==> src/rtl/arb_rr.sv <==
// Round-robin / fixed-priority output arbiter: grant held until the holder drops req.
// Grant one cycle after req; zero-gap handover on release; optional hold limit forces handover.
module arb_rr #(
  parameter int N        = 4,
  parameter int IDXW     = 2,
  parameter int MODE     = 0,
  parameter int MAX_HOLD = 0,
  parameter int CNTW     = 8
) (
  input  logic            clk,
  input  logic            rst,
  input  logic [N-1:0]    req,
  output logic [N-1:0]    ack,
  output logic            gnt_valid,
  output logic [IDXW-1:0] gnt_idx,
  output logic [IDXW-1:0] lead,
  output logic            preempt
);

  typedef enum logic {IDLE, GRANT} state_t;

  localparam int SW = IDXW + 1;
  localparam logic [CNTW-1:0] HOLD_LAST = (MAX_HOLD == 0) ? '0 : CNTW'(MAX_HOLD - 1);
  localparam logic [CNTW-1:0] CNT_MAX   = '1;

  state_t          state_q, state_d;
  logic [IDXW-1:0] gnt_d, lead_d;
  logic [CNTW-1:0] hold_cnt, cnt_d;
  logic            pre_d;

  logic [N-1:0]    cand;
  logic [N-1:0]    rot;
  logic            holder_req;
  logic            pick_any;
  logic [IDXW-1:0] pick_idx;
  logic [SW-1:0]   wsum;
  logic            load;

  assign gnt_valid = (state_q == GRANT);

  always_comb begin
    ack = '0;
    for (int i = 0; i < N; i++) begin
      ack[i] = req[i] & gnt_valid & (gnt_idx == IDXW'(i));
    end
  end

  // Candidates: every requester except the current holder.
  always_comb begin
    cand       = req;
    holder_req = 1'b0;
    for (int i = 0; i < N; i++) begin
      if (gnt_valid && gnt_idx == IDXW'(i)) begin
        cand[i]    = 1'b0;
        holder_req = req[i];
      end
    end
  end

  // Rotate so bit k holds candidate (lead+k) mod N; lead is always < N.
  always_comb begin
    rot      = N'({cand, cand} >> lead);
    pick_any = |cand;
    pick_idx = '0;
    wsum     = '0;
    if (MODE == 1) begin
      for (int i = N - 1; i >= 0; i--) begin
        if (cand[i]) pick_idx = IDXW'(i);
      end
    end else begin
      for (int k = N - 1; k >= 0; k--) begin
        if (rot[k]) wsum = {1'b0, lead} + SW'(k);
      end
      if (wsum >= SW'(N)) wsum = wsum - SW'(N);
      pick_idx = wsum[IDXW-1:0];
    end
  end

  always_comb begin
    state_d = state_q;
    gnt_d   = gnt_idx;
    lead_d  = lead;
    cnt_d   = hold_cnt;
    pre_d   = 1'b0;
    load    = 1'b0;
    case (state_q)
      IDLE: begin
        if (pick_any) begin
          state_d = GRANT;
          load    = 1'b1;
        end
      end
      GRANT: begin
        if (!holder_req) begin
          if (pick_any) begin
            load = 1'b1;
          end else begin
            state_d = IDLE;
            gnt_d   = '0;
            cnt_d   = '0;
          end
        end else if (MAX_HOLD != 0 && hold_cnt == HOLD_LAST && pick_any) begin
          load  = 1'b1;
          pre_d = 1'b1;
        end else if (hold_cnt != CNT_MAX) begin
          cnt_d = hold_cnt + 1'b1;
        end
      end
      default: state_d = IDLE;
    endcase
    if (load) begin
      gnt_d  = pick_idx;
      cnt_d  = '0;
      lead_d = (pick_idx == IDXW'(N - 1)) ? '0 : pick_idx + 1'b1;
    end
  end

  always_ff @(posedge clk or negedge rst) begin
    if (!rst) begin
      state_q  <= IDLE;
      gnt_idx  <= '0;
      lead     <= '0;
      hold_cnt <= '0;
      preempt  <= 1'b0;
    end else begin
      state_q  <= state_d;
      gnt_idx  <= gnt_d;
      lead     <= lead_d;
      hold_cnt <= cnt_d;
      preempt  <= pre_d;
    end
  end

endmodule
==> config.mk <==
export PLATFORM = sky130hd
export DESIGN_NAME = arb_rr
export DESIGN_NICKNAME = d
export VERILOG_FILES = /design/src/rtl/arb_rr.sv
export SDC_FILE = /design/constraint.sdc
export NUM_CORES = 1
export LEC_CHECK = 0
export CORE_MARGIN = 3
export CORE_UTILIZATION = 43
export DETAILED_ROUTE_END_ITERATION = 16
export PLACE_DENSITY = 0.74
export SLEW_MARGIN = 5
export SYNTH_ARGS = -nofsm -noshare
export SYNTH_HDL_FRONTEND = slang
export SYNTH_SLANG_ARGS = --single-unit
==> constraint.sdc <==
create_clock -name clk -period 2 [get_ports clk]
set_input_delay 0.4 -clock clk [delete_from_list [all_inputs] [get_ports clk]]
set_output_delay 0.4 -clock clk [all_outputs]
set_load 0.02 [all_outputs]
Word-level counts from Yosys, hierarchy flattened
Cells that the tools add are included.
{"block": "word_totals", "regBits": 5, "latchBits": 0, "ram_bits": 0, "romBits": 0, "input_bits": 6, "elab_cells": 56, "mem_count": 0}
{"block": "op_classes", "add_sub_neg": 5, "multipliers": 0, "div_mod_pow": 0, "order_cmp": 1, "eq_ne": 6, "shift": 1, "muxes": 23, "bitwise_logic": 9, "n_reduce_logical": 8}
{"operator": "2-bit 2-to-1 mux", "count": 6}
{"operator": "3-bit 2-to-1 mux", "count": 4}
{"operator": "1-bit 2-to-1 mux", "count": 11}
{"operator": "1-bit AND", "count": 8}
{"operator": "8-bit by 2-bit >> shifter with 4-bit output", "count": 1}
{"operator": "2-bit by 2-bit adder with 3-bit output (second input constant)", "count": 2}
{"operator": "2-bit equality test (second input constant)", "count": 3}
{"operator": "1-bit logical AND", "count": 4}
{"operator": "2-bit by 1-bit != test with 1-bit output (second input constant)", "count": 2}
{"operator": "1-bit case mux with 2 select lines", "count": 2}
{"operator": "4-bit OR reduction", "count": 1}
{"operator": "2-bit by 1-bit adder with 3-bit output (second input constant)", "count": 1}
{"operator": "3-bit greater-or-equal comparator (second input constant)", "count": 1}
{"operator": "3-bit AND reduction", "count": 1}
{"operator": "2-bit by 1-bit adder with 2-bit output (second input constant)", "count": 1}
{"operator": "2-bit by 1-bit equality test with 1-bit output (second input constant)", "count": 1}
{"operator": "2-bit logical NOT", "count": 1}
{"operator": "2-bit nonzero test", "count": 1}
{"operator": "2-bit by 1-bit subtractor with 2-bit output (second input constant)", "count": 1}
{"operator": "1-bit inverter", "count": 1}

Depth between registers and ports, before layout
Gate-level depths: netlist (run 1).
{"block": "depth", "word_depth": 12, "ltp_mapped": 7}

Worst setup path after synthesis (run 1)
No wires, ideal clock.
{"block": "synth_timing", "path_kind": "register to register", "from": "register with a tool-made name", "to": "register lead[1]", "arrival_time_ns": 1.965, "t_required_ns": 1.910, "setup_slack_ns": -0.055, "path_stages_with_launch": 8, "path_buffers": 1, "synth_period_minus_slack_ns": 2.055, "cell_sequence": "dfrtp_1 > buf_6 > mux2_4 > o2111a_1 > o211ai_2 > o211ai_1 > or4_1 > o221ai_1"}
{"element": "end signal: assignment", "line_no": "128", "rtl": "lead <= lead_d;"}
{"element": "end: declaration", "line_no": "16", "rtl": "output logic [IDXW-1:0] lead,"}

==> results_dict.tcl, run 1 <==
set metrics [dict create \
    hp-class "input pin to async pin" \
    comb_power_share_pct 81.1 \
    port_buffers 14 \
    clkTransAtPathRegs_ns 0.04 \
    post_drt_wl_per_cell_um 15.3 \
    num_rows 13 \
    p_per_area_nw_per_um2 1770 \
    cts.sinks 5 \
    nFillCells 116 \
    ctsHtreeMaxLevel 1 \
    hold_slack_ns 0.371 \
    antenna_found_initial 0 \
    grt_pass1_wl_um 3380 \
    final_nets 120 \
    die_w_um 44.6 \
    skew_ns 0.00116 \
    setup_viol 1 \
    cp_data_arrival_time_ns 2.22 \
    insertion_delay_ns 0.25 \
    period_minus_slack_ns 2.06 \
    synth.distinct_cells 41 \
    p_sw_share_pct 46.3 \
    synth_area_leaders "dfrtp_1, nand2_1, nand2b_1" \
    violations "setup timing" \
    r2r_cells 8 \
    drt-total-wl_um 1960 \
    rrSetupSlack_ns -0.06 \
    p_sw_w 0.000832 \
    io_pins 16 \
    cp.required_ns 2.16 \
    drv_cap 0 \
    drive_gt1_share_pct 42.5 \
    cts.path.max_buffers 2 \
    worst_slew_pin_slew_ns 0.587 \
    dp_hpwl_um 1440 \
    syn_area_um2 639 \
    grt_overflow 0 \
    syn_inst 77 \
    post-route-period-util_pct 103 \
    drv_slew 0 \
    fin_ws_ns -0.0599 \
    yosys_warnings 0 \
    ir_drop_uv 872 \
    status "finished, violations left" \
    dieHeight_um 44.6 \
    timing.slew.headroom_pct 60.5 \
    synth_top_area_share_pct 19.6 \
    fmax_ghz 0.485 \
    yosysSeqAreaShare_pct 19.6 \
    viasPerCell 5.77 \
    diodes 0 \
    hold_viol_final 0 \
    dpl_worst_slack_ns -0.369 \
    critPathKind "register to register" \
    cp-start-kind "register" \
    firstDrtPassIters 4 \
    p_leak_nw 0.454 \
    power.share.sequential_pct 12.2 \
    rr_endpoint "lead[1]" \
    syn_to_final_growth_pct 58.9 \
    drt_iter0_drc 13 \
    detail-route-antenna-nets 0 \
    pwr-share-clk_pct 6.7 \
    cp_max_fo 6 \
    grt_max_degree 16 \
    ys_ff_latch 5 \
    final.setup.tns_ns -0.0599 \
    syn_nets 83 \
    cts_buffers 3 \
    cts_tree "built" \
    rsz0062_at_grt "yes" \
    num_vias 739 \
    place_area_um2 928 \
    final_util_pct 75.3 \
    cell_internal_pwr_w 0.000963 \
    synth_top_area_cell "dfrtp_1" \
    avgSynthCellArea_um2 8.30 \
    initial_core_util_pct 47.4 \
    cts_root_buffer "clkbuf_4" \
    cp-end-kind "register" \
    gp_congestion 0.807 \
    track_usage_pct 23.4 \
    design_area_um2 1020 \
    coreArea_um2 1350 \
    die-area_um2 1990 \
    grt_pass1_vias 722 \
    drcViolationCount 0 \
]
[layer usage]
layer  up-vias  track usage, %  part of all wire, %
met5         -               0                    0
met4         0            12.7                  2.0
met3         4            2.44                  1.6
met2        10            37.0                   49
met1       363            30.7                   48
li1        362               -                    -
[metrics by stage]
stage	std cells	total power (W)
4_1_cts	128	0.00172
3_3_place_gp	121	0.00147
5_1_grt	128	0.00193
3_5_place_dp	121	0.00151
6_report	128	0.00179
2_1_floorplan	77	0.00106
[how the worst max path moves through the flow]
stage / start / to / slack (ns) / cells past startpoint
3_5_place_dp: req[2] / lead[1] / -0.37 / 7
2_1_floorplan: register / lead[1] / 0.03 / 7
3_3_place_gp: req[2] / lead[1] / -0.33 / 7
5_1_grt: register / lead[1] / -0.16 / 8
4_1_cts: register / lead[1] / 0.0008 / 7
6_report: register / lead[1] / -0.06 / 8
[cell usage after synthesis (all sizes together)]
cell type,instances
xor2,1
a2bb2oi,1
a21oi,3
o211ai,3
nand4b,1
a21bo,1
a211o,1
nand2,11
nand2b,6
a31oi,1
o221a,2
a21o,1
buf,5
nand3b,1
or4,1
o21ai,2
nor2,5
dfrtp,5
o221ai,3
nor4,1
nor3,2
mux2,3
o32ai,2
a31o,1
mux2i,2
a211oi,1
o211a,2
o2111a,1
nand3,2
inv,3
conb,1
or2b,1
nor3b,1
[worst max-delay path, stage by stage (launching register included)]
cell and delay [ns]:
dfrtp_2 0.44, buf_4 0.15, nand4b_1 0.13, o211ai_1 0.19
buf_4 0.20, a2bb2oi_2 0.14, o211ai_1 0.13, or4_1 0.51
o221ai_1 0.09
[power groups by stage]
stage / logic (W) / registers, W / clock network [W]
after detailed placement: 0.00129 / 0.000217 / 0
after CTS: 0.00137 / 0.000216 / 0.000126
after floorplan: 0.000824 / 0.000238 / 0
final: 0.00146 / 0.000219 / 0.000121
after global placement: 0.00126 / 0.000214 / 0
after global routing: 0.00156 / 0.000228 / 0.000134
[kinds of logic after synthesis]
| kind of cell | synth area share [%] |
|---|---|
| AO/OA/AOI/OAI | 34.4 |
| XOR/XNOR | 1.37 |
| buffers and inverters | 8.02 |
| flip-flops | 19.6 |
| multiplexers | 9.00 |
| other | 0.587 |
| AND/OR/NAND/NOR | 27.0 |
[cell type report]
class                           instances  area [µm²]  share of cell area, %
Tap cell                               15        18.8                   1.85
Multi-Input combinational cell         64         528                   52.0
Timing Repair Buffer                   37         303                   29.8
Sequential cell                         5         129                   12.7
Inverter                                3        11.3                   1.11
Clock buffer                            4        26.3                   2.59
[cell usage in the layout (no fill, tap or decap), types with 2 or more instances in the layout]
master            n
clkbuf_4          3
o21ai_0           2
o211ai_1          2
nand3_1           2
clkdlybuf4s50_1   6
dfrtp_1           2
dlygate4sd2_1     8
o211a_1           2
dfrtp_2           3
a21oi_1           2
buf_4            23
nand2_1          10
inv_1             3
nand2b_1          5
nor2_1            5
[repair_timing]
action,in CTS,in global routing
pin swaps,3,1
hold endpoints to repair,0,0
cloned,0,0
setup buffers,3,0
gates resized for setup,13,5
setup endpoints to repair,6,3
hold buffers,0,0
(Power assumes the default switching activity.)
==> run 2: changes to the inputs <==
- TNS_END_PERCENT: default -> 100
==> results of run 2 <==
The final DEF is identical to that of run 1; final timing and power are the same.
